$ cat config.mk
export PLATFORM = sky130hd
export DESIGN_NAME = chunked_adder_flat
export DESIGN_NICKNAME = d
export VERILOG_FILES = /design/src/rtl/chunked_adder_if.sv /design/src/rtl/chunked_adder.sv /design/src/flat_wrapper.sv
export SDC_FILE = /design/constraint.sdc
export NUM_CORES = 1
export LEC_CHECK = 0
export ABC_AREA = 1
export CAP_MARGIN = 25
export CORE_ASPECT_RATIO = 0.9
export CORE_MARGIN = 1
export CORE_UTILIZATION = 51
export DETAILED_ROUTE_END_ITERATION = 8
export GPL_TIMING_DRIVEN = 0
export MAX_ROUTING_LAYER = met4
export PLACE_DENSITY = 0.88
export SLEW_MARGIN = 30
export SYNTH_ARGS = -nofsm -noshare
export SYNTH_HDL_FRONTEND = slang
export SYNTH_SLANG_ARGS = --single-unit
$ cat constraint.sdc
create_clock -name clk -period 2.8 [get_ports clk]
set_input_delay 0.84 -clock clk [delete_from_list [all_inputs] [get_ports clk]]
set_output_delay 0.84 -clock clk [all_outputs]
set_load 0.01 [all_outputs]
$ cat src/rtl/chunked_adder_if.sv
// chunked_adder_if: command/result bundle for chunked_adder.
//   Command side : in_valid, in_ready, a, b, sub, acc_en, acc_clr
//   Result side  : out_valid, out_ready, y (WIDTH+1 bits, top bit carry/borrow)
//   Status       : busy, dbg_state (FSM encoding), dbg_acc (accumulator)
//
// Handshake: a transfer happens on a rising clock edge where valid and ready
// are both high. The producer holds valid and its payload steady until that
// edge; ready may be high without valid and carries no obligation.
// acc_clr is a plain level strobe and is not qualified by in_valid.
interface chunked_adder_if #(
  parameter int WIDTH = 8
);
  logic             in_valid;
  logic             in_ready;
  logic [WIDTH-1:0] a;
  logic [WIDTH-1:0] b;
  logic             sub;
  logic             acc_en;
  logic             acc_clr;
  logic             out_valid;
  logic             out_ready;
  logic [WIDTH:0]   y;
  logic             busy;
  logic [1:0]       dbg_state;
  logic [WIDTH-1:0] dbg_acc;

  modport master (
    output in_valid, a, b, sub, acc_en, acc_clr, out_ready,
    input  in_ready, out_valid, y, busy, dbg_state, dbg_acc
  );

  modport slave (
    input  in_valid, a, b, sub, acc_en, acc_clr, out_ready,
    output in_ready, out_valid, y, busy, dbg_state, dbg_acc
  );
endinterface

$ cat src/rtl/chunked_adder.sv
// chunked_adder: multi-cycle adder/subtractor that processes CHUNK bits per
// clock, holding the inter-chunk carry in a register so the combinational
// carry chain is only CHUNK bits long.
//   clk   : rising-edge clock
//   rst_n : asynchronous active-low reset
//   bus   : chunked_adder_if.slave (command in, result out, status/debug)
// Optional accumulate mode uses an internal running sum as operand A and
// writes the low WIDTH result bits back into it.
module chunked_adder #(
  parameter int WIDTH = 8,
  parameter int CHUNK = 4
) (
  input  logic            clk,
  input  logic            rst_n,
  chunked_adder_if.slave  bus
);

  localparam int NCHUNK = WIDTH / CHUNK;
  localparam int IDX_W  = (NCHUNK > 1) ? $clog2(NCHUNK) : 1;

  if (WIDTH < 1 || CHUNK < 1 || (WIDTH % CHUNK) != 0) begin : g_bad_params
    $error("chunked_adder: CHUNK must divide WIDTH and WIDTH must be >= 1");
  end

  typedef enum logic [1:0] {
    S_IDLE = 2'd0,
    S_CALC = 2'd1,
    S_DONE = 2'd2
  } state_e;

  state_e             state_q, state_d;
  logic [IDX_W-1:0]   idx_q, idx_d;
  logic               carry_q, carry_d;
  logic [WIDTH-1:0]   opa_q, opa_d;
  logic [WIDTH-1:0]   opb_q, opb_d;
  logic [WIDTH-1:0]   res_q, res_d;
  logic               sub_q, sub_d;
  logic               acc_en_q, acc_en_d;
  logic [WIDTH-1:0]   acc_q, acc_d;
  logic [WIDTH:0]     y_q, y_d;

  logic [CHUNK:0]     chunk_sum;
  logic [31:0]        lsb;
  logic               last_chunk;

  always_ff @(posedge clk or negedge rst_n) begin
    if (!rst_n) begin
      state_q  <= S_IDLE;
      idx_q    <= '0;
      carry_q  <= 1'b0;
      opa_q    <= '0;
      opb_q    <= '0;
      res_q    <= '0;
      sub_q    <= 1'b0;
      acc_en_q <= 1'b0;
      acc_q    <= '0;
      y_q      <= '0;
    end else begin
      state_q  <= state_d;
      idx_q    <= idx_d;
      carry_q  <= carry_d;
      opa_q    <= opa_d;
      opb_q    <= opb_d;
      res_q    <= res_d;
      sub_q    <= sub_d;
      acc_en_q <= acc_en_d;
      acc_q    <= acc_d;
      y_q      <= y_d;
    end
  end

  always_comb begin
    state_d    = state_q;
    idx_d      = idx_q;
    carry_d    = carry_q;
    opa_d      = opa_q;
    opb_d      = opb_q;
    res_d      = res_q;
    sub_d      = sub_q;
    acc_en_d   = acc_en_q;
    acc_d      = acc_q;
    y_d        = y_q;

    lsb        = 32'(idx_q) * 32'(CHUNK);
    chunk_sum  = {1'b0, opa_q[lsb +: CHUNK]} + {1'b0, opb_q[lsb +: CHUNK]}
               + {{CHUNK{1'b0}}, carry_q};
    last_chunk = (idx_q == IDX_W'(NCHUNK - 1));

    case (state_q)
      S_IDLE: begin
        if (bus.in_valid) begin
          // A clear arriving with an accumulate command zeroes operand A too,
          // so "clear and add" in one command starts from zero.
          opa_d    = bus.acc_en ? (bus.acc_clr ? '0 : acc_q) : bus.a;
          // Subtraction is A + ~B + 1: the +1 enters as the initial carry.
          opb_d    = bus.sub ? ~bus.b : bus.b;
          carry_d  = bus.sub;
          sub_d    = bus.sub;
          acc_en_d = bus.acc_en;
          idx_d    = '0;
          res_d    = '0;
          state_d  = S_CALC;
        end
      end
      S_CALC: begin
        res_d[lsb +: CHUNK] = chunk_sum[CHUNK-1:0];
        carry_d             = chunk_sum[CHUNK];
        if (last_chunk) begin
          // For subtraction a missing final carry means a borrow.
          y_d     = {sub_q ? ~chunk_sum[CHUNK] : chunk_sum[CHUNK], res_d};
          idx_d   = '0;
          state_d = S_DONE;
          if (acc_en_q) begin
            acc_d = res_d;
          end
        end else begin
          idx_d = idx_q + 1'b1;
        end
      end
      S_DONE: begin
        if (bus.out_ready) begin
          state_d = S_IDLE;
        end
      end
      default: begin
        state_d = S_IDLE;
      end
    endcase

    // Clear has priority over any same-cycle write-back.
    if (bus.acc_clr) begin
      acc_d = '0;
    end
  end

  assign bus.in_ready  = (state_q == S_IDLE);
  assign bus.out_valid = (state_q == S_DONE);
  assign bus.busy      = (state_q != S_IDLE);
  assign bus.y         = y_q;
  assign bus.dbg_state = state_q;
  assign bus.dbg_acc   = acc_q;

endmodule
$ cat src/flat_wrapper.sv
// flat-port wrapper written by rule: the top's interface ports become plain ports
module chunked_adder_flat 
#(
  parameter int WIDTH = 8,
  parameter int CHUNK = 4
)
  (clk, rst_n, bus_in_valid, bus_a, bus_b, bus_sub, bus_acc_en, bus_acc_clr, bus_out_ready, bus_in_ready, bus_out_valid, bus_y, bus_busy, bus_dbg_state, bus_dbg_acc);
  chunked_adder_if #(.WIDTH(WIDTH)) bus_i ();
  input  logic clk;
  input  logic rst_n;
  input wire logic [$bits(bus_i.in_valid)-1:0] bus_in_valid;
  input wire logic [$bits(bus_i.a)-1:0] bus_a;
  input wire logic [$bits(bus_i.b)-1:0] bus_b;
  input wire logic [$bits(bus_i.sub)-1:0] bus_sub;
  input wire logic [$bits(bus_i.acc_en)-1:0] bus_acc_en;
  input wire logic [$bits(bus_i.acc_clr)-1:0] bus_acc_clr;
  input wire logic [$bits(bus_i.out_ready)-1:0] bus_out_ready;
  output wire logic [$bits(bus_i.in_ready)-1:0] bus_in_ready;
  output wire logic [$bits(bus_i.out_valid)-1:0] bus_out_valid;
  output wire logic [$bits(bus_i.y)-1:0] bus_y;
  output wire logic [$bits(bus_i.busy)-1:0] bus_busy;
  output wire logic [$bits(bus_i.dbg_state)-1:0] bus_dbg_state;
  output wire logic [$bits(bus_i.dbg_acc)-1:0] bus_dbg_acc;
  assign bus_i.in_valid = bus_in_valid;
  assign bus_i.a = bus_a;
  assign bus_i.b = bus_b;
  assign bus_i.sub = bus_sub;
  assign bus_i.acc_en = bus_acc_en;
  assign bus_i.acc_clr = bus_acc_clr;
  assign bus_i.out_ready = bus_out_ready;
  assign bus_in_ready = bus_i.in_ready;
  assign bus_out_valid = bus_i.out_valid;
  assign bus_y = bus_i.y;
  assign bus_busy = bus_i.busy;
  assign bus_dbg_state = bus_i.dbg_state;
  assign bus_dbg_acc = bus_i.dbg_acc;
  chunked_adder #(.WIDTH(WIDTH), .CHUNK(CHUNK)) u_core (.clk(clk), .rst_n(rst_n), .bus(bus_i));
endmodule
== Yosys cells after proc, flatten, opt, wreduce, memory -nomap -nowiden ==
Cells that the tools add are included.

* Register bits after elaboration: 47
* Input bits: 23
* Output and inout port bits: 22
* Logic and storage cells: 56

* Add/subtract/negate cells: 4
* Equality and inequality tests: 5
* Shift-type cells: 4
* Multiplexer cells: 20
* Bitwise operators: 2
* Reduce and logical (&&, ||, !) cells: 11

{| class="wikitable"
|+ Operator list
! cell !! number
|-
| $mux W8 || 8
|-
| $neg A3 Y34 || 1
|-
| $shift A4 B34 Y8 const A || 1
|-
| $shiftx A4 B34 Y8 || 1
|-
| $pmux W8 S2 || 1
|-
| $shiftx A8 B4 Y4 || 2
|-
| $reduce_bool A2 Y1 || 5
|-
| $bwmux W8 || 1
|-
| $not A8 Y8 || 1
|-
| $mux W2 || 3
|-
| $pmux W2 S3 || 1
|-
| $reduce_and A2 Y1 || 3
|-
| $reduce_and A3 Y1 || 2
|-
| $add A4 B4 Y5 || 1
|-
| $add A5 B1 Y5 || 1
|-
| $mux W1 || 4
|-
| $ne A2 B2 Y1 const B || 2
|-
| $pmux W1 S2 || 2
|-
| $eq A2 B1 Y1 const B || 1
|-
| $eq A2 B2 Y1 const B || 1
|-
| $logic_not A2 Y1 || 1
|-
| $ne A2 B1 Y1 const B || 1
|-
| $add A1 B1 Y1 const B || 1
|-
| $not A1 Y1 || 1
|}

== Depth between registers and ports, before layout ==
Gate-level depths: netlist of run 1.

* Word-level depth: 9
* Depth in mapped cells: 12

== Least setup slack after synthesis of run 1 ==
OpenSTA, ideal clock, no wires.

* Path type: register -> register
* Start point: reg u_core.idx_q
* End point: reg u_core.acc_q[6] (netlist: u_core.bus.dbg_acc[6])
* Data arrival time: 2007 ps
* Data required time: 2664 ps
* Slack: 657 ps
* Stages on the path, launching flop included: 11
* Buffers on the path: 1
* Path through: dfrtp_1 inv_1 buf_2 nand2_1 nand2_1 fa_1 inv_1 fa_1 xnor2_1 o21ai_0 o22ai_1

* Word-level cells in the longest chain between the ends: 9

{| class="wikitable"
|+ RTL lines
! item !! RTL line !! source
|-
| start, declared || chunked_adder.sv:32 || <nowiki>logic [IDX_W-1:0] idx_q, idx_d;</nowiki>
|-
| start signal, assigned || chunked_adder.sv:60 || <nowiki>idx_q <= idx_d;</nowiki>
|-
| $shiftx A8 B4 Y4 || chunked_adder.sv:85 || <nowiki>chunk_sum = {1'b0, opa_q[lsb +: CHUNK]} + {1'b0, opb_q[lsb +: CHUNK]}</nowiki>
|-
| $add A4 B4 Y5 || chunked_adder.sv:85 ||
|-
| $add A5 B1 Y5 || chunked_adder.sv:86 || <nowiki>+ {{CHUNK{1'b0}}, carry_q};</nowiki>
|-
| $shiftx A4 B34 Y8 || chunked_adder.sv:106 || <nowiki>res_d[lsb +: CHUNK] = chunk_sum[CHUNK-1:0];</nowiki>
|-
| $bwmux W8 || chunked_adder.sv:106 ||
|-
| $mux W8 || chunked_adder.sv:113 || <nowiki>if (acc_en_q) begin</nowiki>
|-
| $mux W8 || chunked_adder.sv:108 || <nowiki>if (last_chunk) begin</nowiki>
|-
| $mux W8 || chunked_adder.sv:89 || <nowiki>case (state_q)</nowiki>
|-
| $mux W8 || chunked_adder.sv:131 || <nowiki>if (bus.acc_clr) begin</nowiki>
|-
| end signal, assigned || chunked_adder.sv:56 || <nowiki>acc_q <= '0;</nowiki>
|-
| end signal, assigned || chunked_adder.sv:67 || <nowiki>acc_q <= acc_d;</nowiki>
|-
| end, declared || chunked_adder.sv:39 || <nowiki>logic [WIDTH-1:0] acc_q, acc_d;</nowiki>
|}

Parallel ways exist; a longest one is shown, timed or not. The select of a mux whose other input is x is not followed.
A chain may end at the register's enable or synchronous reset.

== Final worst setup path of run 1 ==
Same ends and word-level chain as after synthesis.

==> flow_summary.json, run 1 <==
{
  "fin_area_um2": 2960,
  "hp-start": "u_core.bus.y[8]",
  "cts_hold_buf": 0,
  "placed_cells": 368,
  "ys_seq_area_share_pct": 50.3,
  "clkLatencyLatePin_ps": 310,
  "synth_cells": 265,
  "cts_root_buf": "clkbuf_8",
  "crit_required_ps": 2980,
  "start_util_pct": 55.2,
  "hold_violations": 0,
  "grt_pass1_wl_mm": 8.19,
  "arrival_ps": 2780,
  "dieArea_um2": 4860,
  "drt_iter0_drc": 131,
  "syn_nets": 293,
  "stdcell_count": 376,
  "num_vias": 1925,
  "skew_ps": 6.64,
  "drv_slew": 0,
  "die_height_um": 66.3,
  "clk_pin_slew_ps": 80,
  "max_freq_ghz": 0.384,
  "antenna_found_initial": 0,
  "clock-sinks": 47,
  "final_nets": 343,
  "holdPathStages": 2,
  "r2r-start": "u_core.idx_q",
  "syn_to_final_growth_pct": 26.7,
  "postRouteAntennaNets": 0,
  "peakVddDrop_v": 0.000474,
  "slowest_delay_ps": 400,
  "place_area_um2": 2840,
  "rrSetupSlack_ps": 200,
  "synth_area_leaders": "dfrtp_1, nand2_1, o21ai_0",
  "cp_cell_sequence": "inv_1 -> buf_2 -> nand2_1 -> nand2_1 -> fa_1 -> inv_1 -> fa_1 -> xnor2_1 -> o21ai_0 -> o22ai_1",
  "cts_tree": "yes",
  "ys_seq_elements": 47,
  "coreArea_um2": 4240,
  "fin_crit_ps": 2600,
  "synth_top_cells_by_count": "nand2_1, dfrtp_1, inv_1, o21ai_0, nand3_1",
  "fin_util_pct": 69.9,
  "startpoint": "u_core.idx_q",
  "slowest_stage": "fa_1",
  "grt_overflow": 0,
  "pre_cts_ws_ps": 222,
  "synthesis.area_per_instance_um2": 8.83,
  "cts_max_path_buffers": 2,
  "cts_buffers": 5,
  "max_slew_margin_pct": 62.0,
  "max_cap_violations": 0,
  "finalCritPeriodShare_pct": 93.0,
  "diodes": 0,
  "leakage_nw": 1.42,
  "ff2ff_path_depth": 10,
  "yosysTopAreaCellShare_pct": 50.3,
  "synth_edf_count": 0,
  "fp-row-count": 22,
  "drc_errors": 0,
  "outcome": "finished clean",
  "async_flop_share_pct": 100,
  "rsz0062_at_grt": "false",
  "drive_gt1_share_pct": 13.0,
  "cts.htree.levels": 2,
  "wl_per_cell_um": 13.0,
  "port-buffer-count": 43,
  "yosysWarnings": 0,
  "grt_max_degree": 48,
  "crit_type": "flip-flop to flip-flop",
  "hold_class": "flip-flop to flip-flop",
  "cts_resized": 0,
  "place_congestion": 0.904,
  "io-pin-count": 45,
  "p_per_area_nw_per_um2": 1200,
  "synth.most_common_cell": "nand2_1",
  "crit_path_start_kind": "flip-flop",
  "synth.distinct_cells": 30,
  "hold_end": "u_core.bus.y[8]",
  "vias_per_cell": 5.12,
  "worst_pin_slew_ps": 570,
  "setup_slack_ps": 196,
  "synthesis.area_um2": 2340,
  "finalSetupViolCount": 0,
  "crit_path_max_fanout": 10,
  "synth_area_leader_cell": "dfrtp_1",
  "cp-end-kind": "flip-flop",
  "rr_endpoint": "u_core.bus.dbg_acc[6]",
  "post-cts-setup-buffers": 0,
  "p_total_mw": 3.56,
  "grt_pass1_vias": 1783,
  "fp.dieW_um": 73.4,
  "ys.flop_type": "dfrtp_1",
  "hpwl_mm": 3.65,
  "drt_wl_total_mm": 4.88,
  "dr.pass1.iters": 4,
  "num-fill-cells": 374,
  "grtUsageTotal_pct": 23.5
}
[per-layer routing]
metal	wire length, um	share of wire, %	vias to the layer above	track usage (%)
met5	0	0	-	-
met4	78	1.6	0	7.93
met3	244	5.0	9	5.64
met2	2310	47	53	37.3
met1	2250	46	907	29.8
li1	-	-	956	-
[critical path, delay by kind of cell (launching register included)]
kind / cells / cell delay [ps]
buffers and inverters: 3 / 640
adder cells (fa/ha/maj): 2 / 640
AO/OA/AOI/OAI: 2 / 450
flip-flops: 1 / 380
AND/OR/NAND/NOR: 2 / 180
XOR/XNOR: 1 / 170
[through the flow]
stage | TNS, ps | hold WS (ps)
final | 0 | 485
after global routing | 0 | 503
after CTS | 0 | 488
after detailed placement | 0 | 467
after global placement | -15350 | 457
after floorplan | 0 | 441
[cells by family after synthesis]
logic type               Yosys count  share of synthesized area (%)
AO/OA/AOI/OAI                     46                           11.4
XOR/XNOR                           9                           3.37
adder cells (fa/ha/maj)            5                           3.32
buffers and inverters             37                           6.90
flip-flops                        47                           50.3
AND/OR/NAND/NOR                  121                           24.7
[registers in the layout (all words and copies together), names as in the netlist]
register	cells
u_core.bus.y	9
u_core.bus.dbg_acc	8
u_core.opa_q	8
u_core.opb_q	8
u_core.res_q	8
u_core.bus.dbg_state	2
u_core.acc_en_q	1
u_core.carry_q	1
u_core.idx_q	1
u_core.sub_q	1
[report_power, final]
| group | leakage [nW] | total, mW | internal [mW] | switching, mW |
|---|---|---|---|---|
| Sequential | 0.606 | 1.14 | 0.969 | 0.174 |
| Combinational | 0.750 | 1.89 | 0.782 | 1.11 |
| Clock | 0.0618 | 0.528 | 0.294 | 0.234 |
[how the worst max path moves through the flow]
stage,slack (ps),to,cells past startpoint
after floorplan,660,u_core.bus.dbg_acc[6],10
after global placement,-330,u_core.opa_q[6],1
after detailed placement,220,u_core.bus.dbg_acc[6],10
after CTS,210,u_core.bus.dbg_acc[6],10
after global routing,30,u_core.bus.dbg_acc[6],10
final,200,u_core.bus.dbg_acc[6],10
[cells in the final DEF, fill, tap and decap left out]
master           synthesis  routed
o21ai_0                 19      19
nor2_2                   1       1
clkdlybuf4s50_1          0      42
nand2_1                 81      81
nor2_1                   4       4
nor3_1                   6       6
nand2_4                  3       3
fa_1                     2       2
ha_1                     3       3
o22ai_1                 10      10
nand3_1                 15      15
xnor2_1                  9       9
nor2_4                   1       1
bufinv_16                0       1
clkinv_2                 1       1
nor2_8                   2       2
inv_6                    0       1
or2_2                    3       3
nand3b_1                 1       1
clkbuf_8                 0       6
buf_2                    6       6
dfrtp_1                 47      47
inv_1                   23      23
nand3_4                  1       1
o21ai_2                  6       6
buf_4                    1       2
inv_2                    4       4
o31ai_1                  1       1
a21oi_1                  8       8
buf_6                    1       1
inv_4                    1       1
nand4_1                  2       2
nand2_2                  1       1
o21ai_1                  2       2
[layout make-up]
| type | instances | area (um2) | area share, % |
|---|---|---|---|
| Multi-Input combinational cell | 181 | 1000 | 33.8 |
| Clock buffer | 6 | 82.6 | 2.79 |
| Timing Repair Buffer | 43 | 428 | 14.4 |
| Inverter | 29 | 113 | 3.80 |
| Sequential cell | 47 | 1180 | 39.7 |
| Clock inverter | 2 | 38.8 | 1.31 |
| Tap cell | 60 | 75.1 | 2.53 |
| Buffer | 8 | 48.8 | 1.65 |
No activity file was read; power rests on OpenSTA's default activity.
==> run 2, diff against run 1 <==
--- a/config.mk
+++ b/config.mk
@@ -9,5 +9,5 @@
 export CAP_MARGIN = 25
-export CORE_ASPECT_RATIO = 0.9
+export CORE_ASPECT_RATIO = 2
 export CORE_MARGIN = 1
-export CORE_UTILIZATION = 51
+export CORE_UTILIZATION = 34
 export DETAILED_ROUTE_END_ITERATION = 8
@@ -15,3 +15,3 @@
 export MAX_ROUTING_LAYER = met4
-export PLACE_DENSITY = 0.88
+export PLACE_DENSITY = 0.65
 export SLEW_MARGIN = 30
==> constraint.sdc (replaced) <==
create_clock -name clk -period 2.8 [get_ports clk]
set_input_delay 0.56 -clock clk [delete_from_list [all_inputs] [get_ports clk]]
set_output_delay 0.56 -clock clk [all_outputs]
set_load 0.01 [all_outputs]
==> flow_summary.json, run 2 (synthesis gave the netlist of run 1 again) <==
{
  "largest_reg_flops": 9,
  "max_cap_violations": 0,
  "fp-row-count": 42,
  "dieArea_um2": 7240,
  "io-pin-count": 45,
  "pre_cts_ws_ps": 214,
  "crit_type": "flip-flop to flip-flop",
  "place_congestion": 0.897,
  "drv_slew": 0,
  "cts_hold_buf": 0,
  "cts_tree": "yes",
  "hold_violations": 0,
  "max_freq_ghz": 0.381,
  "skew_ps": 7.26,
  "drc_errors": 0,
  "vias_per_cell": 4.72,
  "clock-sinks": 47,
  "diodes": 0,
  "rrSetupSlack_ps": 170,
  "most-common-layout-cells": "nand2_1, dfrtp_1, clkdlybuf4s50_1",
  "fin_crit_ps": 2630,
  "num_vias": 1901,
  "outcome": "finished clean",
  "worst_pin_slew_ps": 592,
  "cp-end-kind": "flip-flop",
  "hpwl_mm": 4.27,
  "p_per_area_nw_per_um2": 1210,
  "coreArea_um2": 6620,
  "cts_resized": 0,
  "clk_pin_slew_ps": 60,
  "stdcell_count": 403,
  "finalCritPeriodShare_pct": 93.8,
  "max_slew_margin_pct": 60.5,
  "grt_max_degree": 48,
  "cts_buffers": 5,
  "post-cts-setup-buffers": 0,
  "final_nets": 343,
  "port-buffer-count": 43,
  "finalSetupViolCount": 0,
  "grtUsageTotal_pct": 17.5,
  "start_util_pct": 35.3,
  "syn_to_final_growth_pct": 29.1,
  "cts.htree.levels": 2,
  "crit_path_max_fanout": 10,
  "arrival_ps": 2780,
  "setup_slack_ps": 172,
  "drt_wl_total_mm": 5.42,
  "placed_cells": 396,
  "fp.dieW_um": 60.7,
  "grt_pass1_vias": 1923,
  "rsz0062_at_grt": "false",
  "dr.pass1.iters": 4,
  "drive_gt1_share_pct": 12.7,
  "final_common_cell": "nand2_1",
  "clkLatencyLatePin_ps": 290,
  "postRouteAntennaNets": 0,
  "hold_class": "primary input to async pin",
  "grt_pass1_wl_mm": 9.03,
  "leakage_nw": 1.43,
  "die_height_um": 119,
  "peakVddDrop_v": 0.000476,
  "grt_overflow": 0,
  "antenna_found_initial": 0,
  "crit_required_ps": 2950,
  "wl_per_cell_um": 13.5,
  "crit_path_start_kind": "flip-flop",
  "cts_root_buf": "clkbuf_16",
  "drt_iter0_drc": 48,
  "cts_max_path_buffers": 2
}
-- run 2: worst paths after layout --
check                                         to            start  cells past startpoint
setup / recovery           u_core.bus.dbg_acc[6]     u_core.idx_q                     10
hold / removal                   u_core.bus.y[8]            rst_n                      1
setup reg to reg           u_core.bus.dbg_acc[6]     u_core.idx_q                     10
hold reg to reg                  u_core.opb_q[1]  u_core.opb_q[1]                      2
max in group asynchronous        u_core.opb_q[1]            rst_n                      1
min in group clk                 u_core.opb_q[1]  u_core.opb_q[1]                      2
-- run 2: metrics by stage --
step / power (mW) / instance area, um2 / hold WS [ps] / util (%) / setup TNS, ps
floorplan: 2.42 / 2340 / 264 / - / 0
finish: 3.66 / 3020 / 268 / 45.6 / 0
CTS: 3.69 / 3020 / 302 / 45.6 / 0
global route: 3.96 / 3020 / 313 / 45.6 / 0
global placement: 3.06 / 2880 / 457 / 43.5 / -6820
detailed placement: 3.09 / 2880 / 466 / 43.5 / 0
-- run 2: worst max-delay path, cell delays in order, from the launching register on --
cell,delay [ps]
dfrtp_1,370
inv_1,280
buf_2,300
nand2_1,80
nand2_1,110
fa_1,220
inv_1,60
fa_1,410
xnor2_1,190
o21ai_0,340
o22ai_1,120
-- run 2: final cells by class --
class | instances | area, um2
tap | 88 | 110
clock inverter | 1 | 5.00
multi-input combinational | 181 | 1000
sequential | 47 | 1180
timing repair buffer | 43 | 428
inverter | 29 | 113
buffer | 8 | 48.8
fill | 690 | 3600
clock buffer | 6 | 139
-- run 2: routing by layer --
| metal | global-route usage [%] | up-vias | routed length [um] |
|---|---|---|---|
| met2 | 32.7 | 39 | 3240 |
| met5 | - | - | 0 |
| li1 | - | 951 | - |
| met4 | 6.96 | 0 | 121 |
| met1 | 17.0 | 901 | 1950 |
| met3 | 2.61 | 10 | 111 |
-- run 2: report_power, final --
part	switching (mW)	leakage, nW	total (mW)	internal, mW
sequential	0.170	0.606	1.14	0.971
clock	0.241	0.0727	0.590	0.348
combinational	1.14	0.750	1.93	0.784
total	1.56	1.43	3.66	2.10
